File: config.mk
export PLATFORM = sky130hd
export DESIGN_NAME = hazard_stall_ctrl_flat
export DESIGN_NICKNAME = d
export VERILOG_FILES = /design/src/rtl/hazard_stall_ctrl_if.sv /design/src/rtl/hazard_stall_ctrl.sv /design/src/flat_wrapper.sv
export SDC_FILE = /design/constraint.sdc
export NUM_CORES = 1
export LEC_CHECK = 0
export CORE_ASPECT_RATIO = 1.2
export CORE_MARGIN = 2
export CORE_UTILIZATION = 51
export CTS_CLUSTER_DIAMETER = 30
export CTS_CLUSTER_SIZE = 28
export DETAILED_ROUTE_END_ITERATION = 10
export PLACE_DENSITY = 0.83
export SLEW_MARGIN = 25
export SYNTH_ARGS = -nofsm -noshare
export SYNTH_HDL_FRONTEND = slang
export SYNTH_SLANG_ARGS = --single-unit
File: constraint.sdc
create_clock -name clk -period 4.4 [get_ports clk]
set_clock_uncertainty 0.05 [all_clocks]
set_input_delay 0.88 -clock clk [delete_from_list [all_inputs] [get_ports clk]]
set_output_delay 0.88 -clock clk [all_outputs]
set_load 0.02 [all_outputs]
File: src/rtl/hazard_stall_ctrl_if.sv
// hazard_stall_ctrl_if: hazard inputs and pipeline enable/flush outputs for the stall controller.
// Revision 1.0
`default_nettype none

interface hazard_stall_ctrl_if;
  logic        branch_load_dstall;
  logic        load_use_dstall;
  logic        branch_taken;
  logic        dmem_req;
  logic        dmem_ready;
  logic        PC_EN;
  logic        IF_ID_EN;
  logic        IF_ID_flush;
  logic        ID_EX_EN;
  logic        ID_EX_flush;
  logic        EX_MEM_EN;
  logic [15:0] stall_cycles;

  modport master (
    output branch_load_dstall, load_use_dstall, branch_taken, dmem_req, dmem_ready,
    input  PC_EN, IF_ID_EN, IF_ID_flush, ID_EX_EN, ID_EX_flush, EX_MEM_EN, stall_cycles
  );

  modport slave (
    input  branch_load_dstall, load_use_dstall, branch_taken, dmem_req, dmem_ready,
    output PC_EN, IF_ID_EN, IF_ID_flush, ID_EX_EN, ID_EX_flush, EX_MEM_EN, stall_cycles
  );
endinterface

`default_nettype wire

File: src/rtl/hazard_stall_ctrl.sv
// hazard_stall_ctrl: pipeline stall/flush controller for load hazards, taken branches and memory waits.
// Revision 1.0
`default_nettype none

module hazard_stall_ctrl (
  input  wire                   clk,
  input  wire                   rst,
  hazard_stall_ctrl_if.slave    bus
);

  typedef enum logic [1:0] {
    RUN      = 2'd0,
    BL_STALL = 2'd1,
    MEM_WAIT = 2'd2
  } state_t;

  state_t      state_q, state_d;
  state_t      resume_q, resume_d;
  logic [15:0] stall_cnt_q, stall_cnt_d;

  logic w_mem_wait;
  logic w_pc_en, w_if_id_en, w_if_id_flush, w_id_ex_en, w_id_ex_flush, w_ex_mem_en;

  assign w_mem_wait = bus.dmem_req & ~bus.dmem_ready;

  always_ff @(posedge clk or posedge rst) begin
    if (rst) begin
      state_q     <= RUN;
      resume_q    <= RUN;
      stall_cnt_q <= 16'd0;
    end else begin
      state_q     <= state_d;
      resume_q    <= resume_d;
      stall_cnt_q <= stall_cnt_d;
    end
  end

  always_comb begin
    state_d       = state_q;
    resume_d      = resume_q;
    w_pc_en       = 1'b1;
    w_if_id_en    = 1'b1;
    w_if_id_flush = 1'b0;
    w_id_ex_en    = 1'b1;
    w_id_ex_flush = 1'b0;
    w_ex_mem_en   = 1'b1;

    case (state_q)
      RUN: begin
        if (w_mem_wait) begin
          {w_pc_en, w_if_id_en, w_id_ex_en, w_ex_mem_en} = 4'b0000;
          resume_d = RUN;
          state_d  = MEM_WAIT;
        end else if (bus.branch_load_dstall || bus.load_use_dstall) begin
          // Hold PC and IF/ID, push a bubble into ID/EX; older stages keep draining.
          w_pc_en       = 1'b0;
          w_if_id_en    = 1'b0;
          w_id_ex_flush = 1'b1;
          if (bus.branch_load_dstall) state_d = BL_STALL;
        end else if (bus.branch_taken) begin
          w_if_id_flush = 1'b1;
        end
      end

      BL_STALL: begin
        if (w_mem_wait) begin
          {w_pc_en, w_if_id_en, w_id_ex_en, w_ex_mem_en} = 4'b0000;
          resume_d = BL_STALL;
          state_d  = MEM_WAIT;
        end else begin
          w_pc_en       = 1'b0;
          w_if_id_en    = 1'b0;
          w_id_ex_flush = 1'b1;
          state_d       = RUN;
        end
      end

      MEM_WAIT: begin
        // The completing cycle is still frozen; the interrupted state resumes next edge.
        {w_pc_en, w_if_id_en, w_id_ex_en, w_ex_mem_en} = 4'b0000;
        if (!w_mem_wait) state_d = resume_q;
      end

      default: begin
        state_d  = RUN;
        resume_d = RUN;
      end
    endcase

    if (rst) begin
      {w_pc_en, w_if_id_en, w_if_id_flush, w_id_ex_en, w_id_ex_flush, w_ex_mem_en} = 6'b000000;
    end
  end

  always_comb begin
    stall_cnt_d = stall_cnt_q;
    if (!w_pc_en && (stall_cnt_q != 16'hFFFF)) stall_cnt_d = stall_cnt_q + 16'd1;
  end

  assign bus.PC_EN        = w_pc_en;
  assign bus.IF_ID_EN     = w_if_id_en;
  assign bus.IF_ID_flush  = w_if_id_flush;
  assign bus.ID_EX_EN     = w_id_ex_en;
  assign bus.ID_EX_flush  = w_id_ex_flush;
  assign bus.EX_MEM_EN    = w_ex_mem_en;
  assign bus.stall_cycles = stall_cnt_q;

endmodule

`default_nettype wire
File: src/flat_wrapper.sv
// flat-port wrapper written by rule: the top's interface ports become plain ports
module hazard_stall_ctrl_flat 
  (clk, rst, bus_branch_load_dstall, bus_load_use_dstall, bus_branch_taken, bus_dmem_req, bus_dmem_ready, bus_PC_EN, bus_IF_ID_EN, bus_IF_ID_flush, bus_ID_EX_EN, bus_ID_EX_flush, bus_EX_MEM_EN, bus_stall_cycles);
  hazard_stall_ctrl_if bus_i ();
  input  wire clk;
  input  wire rst;
  input wire logic [$bits(bus_i.branch_load_dstall)-1:0] bus_branch_load_dstall;
  input wire logic [$bits(bus_i.load_use_dstall)-1:0] bus_load_use_dstall;
  input wire logic [$bits(bus_i.branch_taken)-1:0] bus_branch_taken;
  input wire logic [$bits(bus_i.dmem_req)-1:0] bus_dmem_req;
  input wire logic [$bits(bus_i.dmem_ready)-1:0] bus_dmem_ready;
  output wire logic [$bits(bus_i.PC_EN)-1:0] bus_PC_EN;
  output wire logic [$bits(bus_i.IF_ID_EN)-1:0] bus_IF_ID_EN;
  output wire logic [$bits(bus_i.IF_ID_flush)-1:0] bus_IF_ID_flush;
  output wire logic [$bits(bus_i.ID_EX_EN)-1:0] bus_ID_EX_EN;
  output wire logic [$bits(bus_i.ID_EX_flush)-1:0] bus_ID_EX_flush;
  output wire logic [$bits(bus_i.EX_MEM_EN)-1:0] bus_EX_MEM_EN;
  output wire logic [$bits(bus_i.stall_cycles)-1:0] bus_stall_cycles;
  assign bus_i.branch_load_dstall = bus_branch_load_dstall;
  assign bus_i.load_use_dstall = bus_load_use_dstall;
  assign bus_i.branch_taken = bus_branch_taken;
  assign bus_i.dmem_req = bus_dmem_req;
  assign bus_i.dmem_ready = bus_dmem_ready;
  assign bus_PC_EN = bus_i.PC_EN;
  assign bus_IF_ID_EN = bus_i.IF_ID_EN;
  assign bus_IF_ID_flush = bus_i.IF_ID_flush;
  assign bus_ID_EX_EN = bus_i.ID_EX_EN;
  assign bus_ID_EX_flush = bus_i.ID_EX_flush;
  assign bus_EX_MEM_EN = bus_i.EX_MEM_EN;
  assign bus_stall_cycles = bus_i.stall_cycles;
  hazard_stall_ctrl u_core (.clk(clk), .rst(rst), .bus(bus_i));
endmodule
* Word-level counts from Yosys, hierarchy flattened
Cells that the tools add are included.
Storage, ports and cells: register bits 20, latch bits 0, bits in writable memories 0, memory bits (read-only) 0, output and inout bits 22, memories 0
Cells by class: $add $sub $neg 1, multiply operators 0, divide/modulo/power cells 0, $lt $le $gt $ge 0, equal/unequal tests 8, shift-type cells 0, mux-type cells 25, bitwise operators 3, reduce and logical (&&, ||, !) cells 8
Operators with widths (count):
- $add 16x1->16 const B | 1
- $ne 16x16->1 const B | 1
- $mux 2 | 7
- $mux 1 | 13
- $pmux 2 s3 | 2
- $pmux 1 s2 | 3
- $reduce_and 3->1 | 2
- $ne 2x1->1 const B | 2
- $reduce_or 2->1 | 2
- $ne 3x1->1 const B | 1
- $ne 3x2->1 const B | 1
- $eq 2x1->1 const B | 1
- $eq 2x2->1 const B | 1
- $logic_not 2->1 | 1
- $ne 2x2->1 const B | 1
- $not 1->1 | 2
- $and 1x1->1 | 1
- $logic_and 1x1->1 | 1
- $logic_not 1->1 | 1
- $logic_or 1x1->1 | 1

* Longest topological paths before layout
Gate-level depths: netlist of the first run.
depth in word-level cells 7, mapped depth 8

* Worst setup path after synthesis of the first run
Ideal clock, no wire load.
path type input to output, start input port bus_dmem_ready, end output port bus_ID_EX_EN, data arrival time 1.913 ns, required time 3.470 ns, slack 1.557 ns, stages 4, buffers on the path 1, cells stage by stage nand2b_1 -> nor2_1 -> a211oi_1 -> buf_4
On the way: word-level cells in the longest chain between the ends 5
RTL lines:
- from (decl) | RTL line flat_wrapper.sv:11 | input wire logic [$bits(bus_i.dmem_ready)-1:0] bus_dmem_ready;
- $not 1->1 | RTL line hazard_stall_ctrl.sv:24 | assign w_mem_wait = bus.dmem_req & ~bus.dmem_ready;
- $and 1x1->1 | RTL line hazard_stall_ctrl.sv:24
- $mux 1
- $pmux 1 s2
- $mux 1
- to (decl) | RTL line flat_wrapper.sv:15 | output wire logic [$bits(bus_i.ID_EX_EN)-1:0] bus_ID_EX_EN;
Every way passes these cells.

* Final worst setup path of the first run
start input port bus_dmem_ready, end output port bus_IF_ID_EN
On the way: word-level cells in the longest chain between the ends 5
RTL lines:
- $not 1->1 | RTL line hazard_stall_ctrl.sv:24
- $and 1x1->1 | RTL line hazard_stall_ctrl.sv:24
- $mux 1 | RTL line hazard_stall_ctrl.sv:50 | if (w_mem_wait) begin
- $pmux 1 s2 | RTL line hazard_stall_ctrl.sv:48 | case (state_q)
- $mux 1 | RTL line hazard_stall_ctrl.sv:90 | if (rst) begin
- to (decl) | RTL line flat_wrapper.sv:13 | output wire logic [$bits(bus_i.IF_ID_EN)-1:0] bus_IF_ID_EN;
Every way passes these cells.

==> results.rst, run 1 <==
.. list-table::
   :header-rows: 1

   * - Metric
     - Value
   * - Final Hold Fails
     - 0
   * - Clock latency of the later-clocked register in the worst-skew pair
     - a little under 0.3 ns
   * - Seq cells post-synth
     - 19
   * - Clock transition at path regs
     - about 0.11 ns
   * - Total power density per cell area
     - approximately 540 nW/µm²
   * - Synth area leaders
     - sky130_fd_sc_hd__dfrtp_1, sky130_fd_sc_hd__xor2_1, sky130_fd_sc_hd__ha_1
   * - Setup crit start
     - bus_dmem_ready
   * - Count leader, synth
     - sky130_fd_sc_hd__dfrtp_1
   * - Element type at the critical path end
     - output pin
   * - Number of vias in the routed layout
     - between 800 and 900
   * - Area share of the leading cell type in the synthesized netlist
     - 42.7%
   * - Sequential cell area fraction in the yosys report
     - between 40% and 50%
   * - Ys flop type
     - sky130_fd_sc_hd__dfrtp_1
   * - Clock Root Buffer
     - sky130_fd_sc_hd__clkbuf_4
   * - Antenna fix cells
     - 0
   * - Violation count after the first detailed-route iteration
     - 8
   * - Worst Reg2Reg Path Length in Cells
     - 8
   * - Placed wire-length estimate
     - 1.75 mm
   * - Routed wire per std cell
     - between 10 and 15 µm
   * - Layout fillers
     - about 180
   * - Register share of total power
     - 38.7%
   * - GRT overflow
     - 0
   * - Total Routed Length
     - approximately 2.3 mm
   * - Required @ worst endpoint
     - roughly 3.5 ns
   * - Floorplan die area
     - between 2000 and 3000 µm²
   * - Static leakage
     - 0.637 nW
   * - Sink Count
     - 19
   * - Count of pins on the block boundary
     - 29
   * - All-Layer GR Usage
     - 20.7%
   * - Global-route wire length before repair
     - approximately 3.8 mm
   * - Worst flop-to-flop path startpoint
     - u_core.state_q[0]
   * - Top fanout value on the critical path
     - 4
   * - Transition time at the pin with the least slew margin
     - 0.356 ns
   * - Height of the chip
     - 55.2 µm
   * - Worst Hold Class
     - flop to flop
   * - FMAX
     - around 0.28 GHz
   * - Width of the die
     - ~47 µm
   * - RR Endpoint
     - u_core.bus.stall_cycles[14]
   * - Initial standard-cell utilization of the core
     - 53.7%
   * - Crit Path Category
     - primary input to output pin
   * - Post-Synthesis Net Count
     - about 110
   * - Endpoints failing setup
     - 0
   * - Gate count after technology mapping
     - between 100 and 150
   * - Clock tree buffer depth
     - 2
   * - Combined flip-flop and latch cell area
     - around 480 µm²
   * - Grt met3 use
     - 2.27%
   * - Number of hold buffers added after cts
     - 0
   * - Maximum vdd drop
     - between 0.4 and 0.5 mV
   * - Footprint of the multi-input gates
     - ~590 µm²
   * - DRC Markers
     - 0
   * - Top cells by count, synth
     - sky130_fd_sc_hd__dfrtp_1, sky130_fd_sc_hd__nor2_1, sky130_fd_sc_hd__xor2_1, sky130_fd_sc_hd__nand3_1
   * - Met2 track demand over resource
     - about 37%
   * - Share of the clock period used by the worst path
     - between 80% and 90%
   * - Number of enable flip-flop cells after synthesis
     - 0
   * - Clock tree from TritonCTS
     - built
   * - Pint
     - approximately 0.44 mW
   * - R2r setup slk
     - 2.38 ns
   * - Run status
     - finished clean
   * - 1st-pass router iterations
     - 4
   * - Synthesis warning total
     - 0
   * - Number of different library cells in the post-synthesis netlist
     - 34
   * - Layout-stage area growth over the synthesis result
     - 30.2%
   * - Minimum clock period
     - roughly 3.6 ns
   * - Destination of the critical timing path
     - bus_IF_ID_EN
   * - # port buffers
     - 28
   * - Inserted Clock Buffers
     - 3
   * - Setup TNS
     - 0 ns
   * - Switching share of total power
     - 43.1%
   * - Cts repair resizes
     - 0
   * - H-Tree Level Count
     - 1
   * - Core area
     - roughly 2100 µm²
   * - Max-cap violations
     - 0
   * - Area of the mapped netlist
     - ~1100 µm²
   * - Largest net degree at the start of global routing
     - 20
   * - Vias in the first global route
     - approximately 850
   * - Total count of max-transition violations in the final report
     - 0
   * - Antenna violations before repair
     - 0
   * - Slew HR
     - between 70% and 80%
   * - Gpl congestion
     - roughly 0.72
   * - Final Power
     - just under 0.8 mW
   * - Setup repair after global routing missed its margin
     - false
   * - Net Sw Power
     - 0.334 mW
   * - Category of the worst setup path launch point
     - primary input
   * - Global-route met1 utilization
     - a little over a quarter
   * - Combinational share of power
     - approximately half
   * - Clock power share
     - a little over a tenth
   * - Fraction of final layout cells with drive strength greater than 1
     - 12.0%
   * - Ys async rst share
     - 100%
   * - Largest area contributor in the netlist
     - sky130_fd_sc_hd__dfrtp_1
   * - Critical path arrival
     - around 2.7 ns
   * - Layer with the highest usage
     - met2
   * - Net total in the final layout
     - approximately 150
   * - Via/cell ratio
     - ~5.4
   * - Antenna-violating nets left
     - 0
   * - Site Rows
     - 18
   * - Buffers inserted during post-CTS setup optimization
     - 0
   * - Average instance area after synthesis
     - roughly 11 µm²
==> stage by stage <==
step | util [%] | setup slack (ns) | instance area, µm² | hold slack (ns) | cells
final | 70.0 | 0.818 | 1450 | 0.455 | 163
after global routing | 70.0 | 0.758 | 1450 | 0.475 | 163
after CTS | 70.0 | 0.812 | 1450 | 0.457 | 163
after detailed placement | 68.7 | 0.812 | 1420 | 0.435 | 159
after global placement | 68.7 | 0.860 | 1420 | 0.424 | 159
after floorplan | - | 1.56 | 1110 | 0.430 | 102
==> worst min path at each step <==
| stage | start | end | cells after the start |
|---|---|---|---|
| 2_1_floorplan | u_core.resume_q[0] | u_core.resume_q[0] | 1 |
| 3_5_place_dp | u_core.bus.stall_cycles[11] | u_core.bus.stall_cycles[11] | 1 |
| 5_1_grt | u_core.bus.stall_cycles[15] | u_core.bus.stall_cycles[15] | 1 |
| 3_3_place_gp | u_core.bus.stall_cycles[15] | u_core.bus.stall_cycles[15] | 1 |
| 4_1_cts | u_core.bus.stall_cycles[15] | u_core.bus.stall_cycles[15] | 1 |
| 6_report | u_core.bus.stall_cycles[15] | u_core.bus.stall_cycles[15] | 1 |
==> metal layers <==
layer,wire (µm),part of all wire [%],vias to the layer above
met5,0,0,-
met4,16,0.70,0
met3,94,4.1,2
met2,1150,50,28
met1,1020,45,426
li1,-,-,417
==> registers in the layout, indices dropped and copies added (netlist names) <==
| signal | cells |
|---|---|
| u_core.state_q | 2 |
| u_core.bus.stall_cycles | 16 |
| u_core.resume_q | 1 |
==> power groups by stage <==
stage          Combinational (mW)  Clock (mW)  Sequential [mW]
3_3_place_gp                0.380           0            0.299
4_1_cts                     0.397      0.0867            0.301
5_1_grt                     0.429      0.0950            0.309
3_5_place_dp                0.396           0            0.303
6_report                    0.391      0.0849            0.301
2_1_floorplan               0.206           0            0.334
==> cell families after synthesis <==
| logic type | Yosys count | synth area share, % |
|---|---|---|
| AO/OA/AOI/OAI | 10 | 7.19 |
| flip-flops | 19 | 42.7 |
| adder cells (fa/ha/maj) | 5 | 5.62 |
| AND/OR/NAND/NOR | 42 | 26.6 |
| multiplexers | 3 | 2.92 |
| buffers and inverters | 9 | 3.93 |
| XOR/XNOR | 14 | 11.0 |
==> area by class of cell <==
type                       count  share of cell area (%)
clock buffer                   4                    1.81
inverter                       7                    1.98
multi-input combinational     74                    41.0
sequential                    19                    32.8
tap                           30                    2.59
timing repair buffer          29                    19.8
==> cell usage in the layout, fill, tap and decap left out, types with 2 or more instances in the layout <==
cell | netlist | routed
sky130_fd_sc_hd__clkbuf_4 | 0 | 3
sky130_fd_sc_hd__a211oi_1 | 2 | 2
sky130_fd_sc_hd__ha_1 | 5 | 5
sky130_fd_sc_hd__inv_1 | 6 | 6
sky130_fd_sc_hd__dfrtp_1 | 19 | 19
sky130_fd_sc_hd__clkdlybuf4s50_1 | 0 | 28
sky130_fd_sc_hd__xnor2_1 | 4 | 4
sky130_fd_sc_hd__and4_1 | 2 | 2
sky130_fd_sc_hd__nand4_1 | 2 | 2
sky130_fd_sc_hd__nand2b_1 | 2 | 2
sky130_fd_sc_hd__xor2_1 | 10 | 10
sky130_fd_sc_hd__o21ai_0 | 2 | 2
sky130_fd_sc_hd__nor2_1 | 10 | 10
sky130_fd_sc_hd__nor3_2 | 2 | 2
sky130_fd_sc_hd__nand2_1 | 6 | 6
sky130_fd_sc_hd__nor4_4 | 2 | 2
sky130_fd_sc_hd__nand3_1 | 7 | 7
sky130_fd_sc_hd__a21oi_1 | 2 | 2
==> worst max-delay path, stage by stage <==
cell	delay [ns]
sky130_fd_sc_hd__clkdlybuf4s50_1	0.53
sky130_fd_sc_hd__nor2b_4	0.07
sky130_fd_sc_hd__o41a_4	0.47
sky130_fd_sc_hd__inv_4	0.10
sky130_fd_sc_hd__clkdlybuf4s50_1	0.60
Note: power is estimated with default switching activity, not from simulation.
==> run 2, diff against run 1 <==
Settings changed: CORE_UTILIZATION 51 to 47, PLACE_DENSITY 0.83 to 0.78.
Clock period 4.4 ns to 3.7 ns, I/O delays scaled along.
==> run 2 against run 1 <==
Against the previous run:
- worst hold slack better by 0.0027 ns
- sequential power up 19%
- critical endpoint unchanged
- sequential cell count unchanged
- clock power up 21%
- highest routed layer unchanged
- via count up 2.5%
- critical path depth unchanged
- worst setup slack worse by 0.42 ns
- wire length up 1.3%
- non-clock buffer count unchanged
==> results.rst, run 2 (synthesis results as in run 1) <==
.. list-table::
   :header-rows: 1

   * - Metric
     - Value
   * - Minimum clock period
     - ~3.3 ns
   * - Fraction of final layout cells with drive strength greater than 1
     - about an eighth
   * - Count of pins on the block boundary
     - 29
   * - Required @ worst endpoint
     - between 2 and 3 ns
   * - Clock power share
     - approximately 11%
   * - Clock tree buffer depth
     - 2
   * - Register share of total power
     - 38.7%
   * - Clock tree from TritonCTS
     - built
   * - Final Non-Filler Cells
     - about 160
   * - Clock Root Buffer
     - sky130_fd_sc_hd__clkbuf_4
   * - Combined buffer and inverter count along the critical path
     - 3
   * - All-Layer GR Usage
     - between 15 and 20%
   * - Crit-path max cell delay
     - 0.62 ns
   * - Combinational share of power
     - around 50%
   * - Crit Path Category
     - primary input to output pin
   * - Largest net degree at the start of global routing
     - 20
   * - Via/cell ratio
     - about 5.5
   * - Endpoints failing setup
     - 0
   * - Width of the die
     - just under 50 µm
   * - Cts repair resizes
     - 0
   * - Max reg flops
     - 16
   * - Site Rows
     - 19
   * - Dpl cell area
     - roughly 1400 µm²
   * - Height of the chip
     - 57.3 µm
   * - Clock latency of the later-clocked register in the worst-skew pair
     - around 0.29 ns
   * - GRT overflow
     - 0
   * - Global-route wire length before repair
     - 3.84 mm
   * - Buffers inserted during post-CTS setup optimization
     - 0
   * - Floorplan die area
     - roughly 2800 µm²
   * - Element type at the critical path end
     - output pin
   * - # port buffers
     - 28
   * - Category of the worst setup path launch point
     - primary input
   * - Maximum vdd drop
     - approximately 0.45 mV
   * - Setup repair after global routing missed its margin
     - false
   * - DRC Markers
     - 0
   * - Core area
     - approximately 2300 µm²
   * - Max-cap violations
     - 0
   * - Final Power
     - just over 0.9 mW
   * - Gpl congestion
     - around 0.75
   * - Violation count after the first detailed-route iteration
     - 15
   * - Placed wire-length estimate
     - roughly 1.8 mm
   * - Pint
     - 0.524 mW
   * - Setup TNS
     - 0 ns
   * - Number of hold buffers added after cts
     - 0
   * - Number of cells after detailed placement
     - 160
   * - Worst Hold Class
     - flop to flop
   * - Static leakage
     - 0.637 nW
   * - Sink Count
     - 19
   * - Top fanout value on the critical path
     - 4
   * - Antenna violations before repair
     - 0
   * - Final Hold Fails
     - 0
   * - Commonest non-fill, non-tap cell in the layout
     - sky130_fd_sc_hd__clkdlybuf4s50_1
   * - Cell-by-cell listing of the critical path
     - clkdlybuf4s50_1 -> nor2b_4 -> o41a_4 -> inv_4 -> clkdlybuf4s50_1
   * - Net total in the final layout
     - around 150
   * - Final non-filler cell area
     - approximately 1500 µm²
   * - Family with the most delay on the worst path
     - buffers and inverters
   * - Most common cell on crit path
     - sky130_fd_sc_hd__clkdlybuf4s50_1
   * - Number of vias in the routed layout
     - ~900
   * - Total count of max-transition violations in the final report
     - 0
   * - 1st-pass router iterations
     - 4
   * - Layout fillers
     - roughly 200
   * - Share of the clock period used by the worst path
     - 89.1%
   * - Clock transition at path regs
     - 0.10 ns
   * - Run status
     - finished clean
   * - Routed wire per std cell
     - between 10 and 15 µm
   * - Switching share of total power
     - a little over two fifths
   * - H-Tree Level Count
     - 1
   * - Total Routed Length
     - 2.31 mm
   * - Total power density per cell area
     - 636 nW/µm²
   * - Antenna-violating nets left
     - 0
   * - Inserted Clock Buffers
     - 3
   * - Layout-stage area growth over the synthesis result
     - 30.3%
   * - FMAX
     - 0.303 GHz
   * - Vias in the first global route
     - about 840
   * - Slew HR
     - between 70% and 80%
   * - Antenna fix cells
     - 0
   * - Leading cell types in the layout, fill and taps excluded
     - sky130_fd_sc_hd__clkdlybuf4s50_1, sky130_fd_sc_hd__dfrtp_1, sky130_fd_sc_hd__nor2_1, sky130_fd_sc_hd__xor2_1, sky130_fd_sc_hd__nand3_1
   * - Net Sw Power
     - around 0.4 mW
   * - Transition time at the pin with the least slew margin
     - about 0.39 ns
   * - Critical path arrival
     - around 2.5 ns
   * - Initial standard-cell utilization of the core
     - approximately 49%
   * - Cell at the slowest stage of the critical path
     - sky130_fd_sc_hd__clkdlybuf4s50_1
-- run 2: final timing paths --
check / from / end / slack [ns] / depth (start not counted)
setup / recovery: bus_dmem_ready / bus_IF_ID_EN / 0.40 / 5
hold reg to reg: u_core.bus.stall_cycles[11] / u_core.bus.stall_cycles[11] / 0.46 / 1
max in group asynchronous: rst / u_core.state_q[0] / 2.52 / 3
min in group asynchronous: rst / u_core.bus.stall_cycles[12] / 0.88 / 3
setup reg to reg: u_core.state_q[1] / u_core.bus.stall_cycles[14] / 1.65 / 8
hold / removal: u_core.bus.stall_cycles[11] / u_core.bus.stall_cycles[11] / 0.46 / 1
-- run 2: layout make-up --
type,instances,area [µm²],area share (%)
Multi-Input combinational cell,74,594,40.9
Timing Repair Buffer,29,288,19.8
Tap cell,31,38.8,2.67
Sequential cell,19,475,32.8
Clock buffer,4,26.3,1.81
Inverter,7,28.8,1.98
-- run 2: worst register-to-register path: stages (launching register included) --
cell and delay [ns]:
sky130_fd_sc_hd__dfrtp_1 0.46, sky130_fd_sc_hd__inv_1 0.11, sky130_fd_sc_hd__ha_1 0.23, sky130_fd_sc_hd__or3_1 0.15, sky130_fd_sc_hd__o41a_4 0.19, sky130_fd_sc_hd__inv_4 0.06, sky130_fd_sc_hd__nor4_4 0.37, sky130_fd_sc_hd__nand4_1 0.16
sky130_fd_sc_hd__xnor2_1 0.16
-- run 2: through the flow --
stage          hold WS (ns)  utilization [%]  worst slack, ns
2_1_floorplan         0.430                -             1.14
3_3_place_gp          0.424             63.1            0.426
3_5_place_dp          0.437             63.1            0.397
4_1_cts               0.455             64.3            0.399
5_1_grt               0.484             64.3            0.346
6_report              0.457             64.3            0.402
-- run 2: per-layer routing --
layer	share of wire [%]	up-vias	track usage (%)
met1	44	445	21.0
met3	4.4	5	3.14
met5	0	-	0
met4	1.8	0	8.57
li1	-	419	-
met2	50	26	32.3
-- run 2: power groups by stage --
stage | Sequential [mW] | Combinational [mW] | Clock, mW
floorplan | 0.397 | 0.245 | 0
global placement | 0.356 | 0.455 | 0
detailed placement | 0.361 | 0.465 | 0
CTS | 0.358 | 0.467 | 0.106
global route | 0.366 | 0.501 | 0.118
finish | 0.357 | 0.462 | 0.103
==> run 3, diff against run 2 <==
Settings changed: SKIP_CTS_REPAIR_TIMING from default to 1.
==> results of run 3 <==
The final DEF is identical to that of run 2; final timing and power are the same.
==> variant 1: new RTL, settings of run 3 <==
Make the reset (`rst`) synchronous in one clocked block.
--- a/src/rtl/hazard_stall_ctrl.sv
+++ b/src/rtl/hazard_stall_ctrl.sv
@@ -23,7 +23,7 @@
 
   assign w_mem_wait = bus.dmem_req & ~bus.dmem_ready;
 
-  always_ff @(posedge clk or posedge rst) begin
+  always_ff @(posedge clk) begin
     if (rst) begin
       state_q     <= RUN;
       resume_q    <= RUN;
Behaviour: differs if rst is asserted again (counterexample within 4 cycles, from zero or initial values and one cycle with rst high); with rst held inactive, the same outputs for 10 cycles.
==> variant 1 against run 3 <==
- sequential cell count did not move
- cell count increased by 22%
- die area grew 9.7%
- hold slack gained 0.026 ns
- worst setup slack got worse by 0.068 ns
- synthesized area rose by 11%
- routed wire length up 21%
- cell area grew 5.9%
- first-iteration DRC count is 60% higher
- utilization down 2.8 points
Power is not compared: it rests on default switching activity, and its combinational part moved more than twofold at a synthesized area within 25%.
==> variant 1: results (changes against run 3) <==
* Status: finished, final reports clean (unchanged)
* Hold Path Class: register to register (unchanged)
* Measured slew at the worst slew-check pin at 0.8737 ns (was 0.3888 ns)
* Layout cells sized above 1 at 0.07784 (was 0.1203)
* Final Wtd Congestion at 0.7972 (was 0.7482)
* Layout fillers at 222 (was 195)
* Post-Syn Nets at 153 (was 114)
* P_int at 304.3 uW
* Sequential cell area fraction in the yosys report at 0.3089 (was 0.4270)
* Cell with the most instances after synthesis: dfxtp_1 (was dfrtp_1)
* GR Util All Layers at 0.1998 (was 0.1801)
* Crit-path slowest cell: clkdlybuf4s50_1 (unchanged)
* Synth async-reset ratio at 0 (was 1.000)
* Vias per inst at 5.935 (was 5.457)
* Placed cells at 196 (was 160)
* Total Wirelength at 2798 um (was 2313 um)
* Max incr delay on CP at 0.69 ns (was 0.62 ns)
* Largest cells by area after synthesis: dfxtp_1, mux2_1, ha_1 (was dfrtp_1, xor2_1, ha_1)
* 1st-iter DRT viols at 24 (was 15)
* Synthesized area per cell at 8.732 sq um (was 10.92 sq um)
* Critical Path AT at 2.58 ns (was 2.51 ns)
* Vias in the first global route at 1090 (was 843)
* Via count of the routed design at 1187 (was 895)
* Final #Nets at 180 (was 146)
* Detail Placement HPWL at 2069 um (was 1787 um)
* Worst ir drop on vdd at 0.2887 mV
* Largest net degree at the start of global routing at 24 (was 20)
* Commonest cells in the netlist: dfxtp_1, a21oi_1, nor2_1 (was dfrtp_1, nor2_1, xor2_1)
* Crit-path max FO at 9 (was 4)
* Netlist cell types at 38 (was 34)
* First-pass GRT wire length at 4657 um (was 3836 um)
## variant 1: logic make-up (layout without fill, tap and decap cells)
group	after synthesis	count (layout)	share of synthesized area
AND/OR/NAND/NOR	69	69	0.3557
AO/OA/AOI/OAI	26	26	0.1453
flip-flops	19	19	0.3089
buffers and inverters	14	40	0.06402
multiplexers	8	8	0.07520
adder cells (fa/ha/maj)	5	5	0.05081
## variant 1: worst register-to-register path: stages, from the launching register on
cell and delay [ns]:
dfxtp_1 0.52, ha_1 0.30, nand4_2 0.16, nor4_4 0.82, nor4_1 0.17, mux2_1 0.35
## variant 1: cell type report
type,instances,area (sq um),area share
Sequential cell,19,380.4,0.2474
Tap cell,33,41.29,0.02685
Inverter,6,22.52,0.01465
Timing Repair Buffer,30,295.3,0.1920
Multi-Input combinational cell,108,772.0,0.5020
Clock buffer,4,26.28,0.01709
## variant 1: worst paths after layout
path                                            startpoint                          end  slack (ns)  depth (start not counted)
worst max register to register  u_core.bus.stall_cycles[0]  u_core.bus.stall_cycles[15]        1.22                          5
worst min register to register  u_core.bus.stall_cycles[4]   u_core.bus.stall_cycles[4]        0.48                          2
worst max-delay path                                   rst                 bus_IF_ID_EN        0.33                          4
worst min-delay path            u_core.bus.stall_cycles[4]   u_core.bus.stall_cycles[4]        0.48                          2
## variant 1: through the flow
stage               total power [uW]  setup slack, ns  cell area, sq um
floorplan                      301.2            1.095              1231
global placement               336.0           0.3487              1511
detailed placement             340.9           0.3300              1511
CTS                            441.8           0.3209              1538
global route                   464.0           0.2467              1538
finish                         440.9           0.3342              1538
## variant 1: power by group through the flow
stage	Sequential (uW)	Clock [uW]	Combinational [uW]
after global routing	228	115	122
after floorplan	233	0	68.4
after CTS	226	105	111
after global placement	229	0	107
final	226	104	110
after detailed placement	231	0	110
## variant 1: layer usage
metal / share of wire / global-route usage
met1: 0.45 / 0.2365
met2: 0.50 / 0.3553
met3: 0.036 / 0.02750
met4: 0.017 / 0.09653
met5: 0 / 0
==> variant 2: new RTL, settings of run 3 <==
Without the edit above. Re-encode `state_t` (3 states) as one-hot, 3 bits wide.
--- a/src/rtl/hazard_stall_ctrl.sv
+++ b/src/rtl/hazard_stall_ctrl.sv
@@ -8,10 +8,10 @@
   hazard_stall_ctrl_if.slave    bus
 );
 
-  typedef enum logic [1:0] {
-    RUN      = 2'd0,
-    BL_STALL = 2'd1,
-    MEM_WAIT = 2'd2
+  typedef enum logic [2:0] {
+    RUN      = 3'b001,
+    BL_STALL = 3'b010,
+    MEM_WAIT = 3'b100
   } state_t;
 
   state_t      state_q, state_d;
Formal check against the unedited RTL: no difference found for any inputs over 10 cycles, from zero or initial values and one cycle with rst high; not proved beyond that.
==> variant 2 against run 3 <==
- utilization fell by 0.94 points
- combinational power fell by 22%
- sequential cell count rose by 2
- sequential power barely moved
- worst setup slack improved by 0.052 ns
- routed wire length fell by 3.4%
- synthesized area fell by 1.5%
- cell area fell by 1.5%
- power fell by 11%
==> variant 2: results (changes against run 3) <==
* Status: finished, final reports clean (unchanged)
* Final Wtd Congestion at 0.7849 (was 0.7482)
* GR Util All Layers at 0.1922 (was 0.1801)
* Largest net degree at the start of global routing at 22 (was 20)
* Worst-path clk slew at 0.11 ns
* Critical Path AT at 2.46 ns (was 2.51 ns)
* 1st-iter DRT viols at 15 (unchanged)
* Leakage at 0.0005822 uW (was 0.0006369 uW)
* Hold Path Class: register to register (unchanged)
* Max reg flops at 16 (unchanged)
* Via count of the routed design at 912 (was 895)
* First-pass GRT wire length at 3788 um (was 3836 um)
* DP Worst Slack at 0.4610 ns (was 0.3973 ns)
* Clk_lat worst skew at 0.31 ns (was 0.29 ns)
* Commonest cells in the netlist: dfrtp_1, nand4_1, xnor2_1 (was dfrtp_1, nor2_1, xor2_1)
* Worst-case clock buffer depth at 2 (unchanged)
* Synth async-reset ratio at 1.000 (unchanged)
* Initial antenna violation count at 0 (unchanged)
* Layout cells sized above 1 at 0.07914 (was 0.1203)
* Psw at 315.6 uW (was 398.2 uW)
* Synthesized area per cell at 10.07 sq um (was 10.92 sq um)
* Yosys warnings at 0 (unchanged)
* Worst ir drop on vdd at 0.5263 mV (was 0.4453 mV)
* Post-Syn Nets at 117 (was 114)
* Vias per inst at 5.365 (was 5.457)
* Detail Placement HPWL at 1616 um (was 1787 um)
* Layout fillers at 195 (unchanged)
* Netlist cell types at 31 (was 34)
* Vias in the first global route at 885 (was 843)
* Placed cells at 166 (was 160)
* Top FF cell, synth: dfrtp_1 (unchanged)
* Measured slew at the worst slew-check pin at 0.4381 ns (was 0.3888 ns)
* Sequential cell area fraction in the yosys report at 0.4812 (was 0.4270)
* Largest cells by area after synthesis: dfrtp_1, xnor2_1, nand4_1 (was dfrtp_1, xor2_1, ha_1)
* ANT cells at 0 (unchanged)
* # H-tree levels at 1 (unchanged)
* Final #Nets at 148 (was 146)
* CTS Buf Count at 3 (unchanged)
* Post-DR wirelength/cell at 13.14 um (was 14.10 um)
* Crit-path max FO at 7 (was 4)
* Root Driver: clkbuf_4 (unchanged)
[variant 2: cell types whose count changed in the layout (fill, tap and decap cells not counted), moves of 3 or more]
cell,before,now
and3_1,0,4
xnor2_1,4,13
nand4_1,2,13
nand3_1,7,2
inv_1,6,3
nand2_1,6,10
xor2_1,10,2
ha_1,5,1
[variant 2: final cells by class]
cell class | count | share of cell area
sequential | 21 | 0.3692
multi-input combinational | 81 | 0.3710
inverter | 3 | 0.007874
timing repair buffer | 30 | 0.2065
clock buffer | 4 | 0.01837
tap | 31 | 0.02712
[variant 2: stage by stage]
step / total power (uW) / area (sq um)
final: 824.5 / 1430
after CTS: 833.5 / 1430
after floorplan: 580.2 / 1097
after global placement: 710.7 / 1404
after global routing: 880.7 / 1430
after detailed placement: 721.7 / 1404
[variant 2: worst paths after layout]
check	start	endpoint	slack, ns	depth (start not counted)
setup / recovery	bus_dmem_ready	bus_PC_EN	0.45	5
hold / removal	u_core.bus.stall_cycles[10]	u_core.bus.stall_cycles[10]	0.47	1
setup reg to reg	u_core.state_q[2]	u_core.bus.stall_cycles[6]	1.58	5
hold reg to reg	u_core.bus.stall_cycles[10]	u_core.bus.stall_cycles[10]	0.47	1
max in group asynchronous	rst	u_core.state_q[0]	2.52	3
min in group asynchronous	rst	u_core.bus.stall_cycles[15]	0.81	3
[variant 2: kinds of logic after synthesis]
| kind of cell | count (synthesis) | synth area share |
|---|---|---|
| buf+inv | 7 | 0.03534 |
| simple gates | 50 | 0.2417 |
| flops | 21 | 0.4812 |
| xor+xnor | 16 | 0.1346 |
| mux | 1 | 0.01026 |
| fa+ha+maj | 1 | 0.01140 |
| compound gates | 13 | 0.08553 |
[variant 2: routing by layer]
metal	share of wire	routed length [um]	vias to the layer above	GRT usage
li1	-	-	450	-
met1	0.47	1057	435	0.2875
met2	0.47	1050	23	0.2686
met3	0.034	76	4	0.02215
met4	0.022	49	0	0.1042
met5	0	0	-	0
[variant 2: critical path, stage by stage]
cell and delay [ns]:
clkdlybuf4s50_1 0.47, nand2b_1 0.26, a311o_1 0.23, and2_4 0.16
clkdlybuf4s50_1 0.60
[variant 2: power by group through the flow]
stage	combinational [uW]	clock (uW)	sequential [uW]
after global routing	392	124	365
after floorplan	193	0	387
final	360	109	356
after global placement	355	0	356
after CTS	363	114	356
after detailed placement	363	0	358
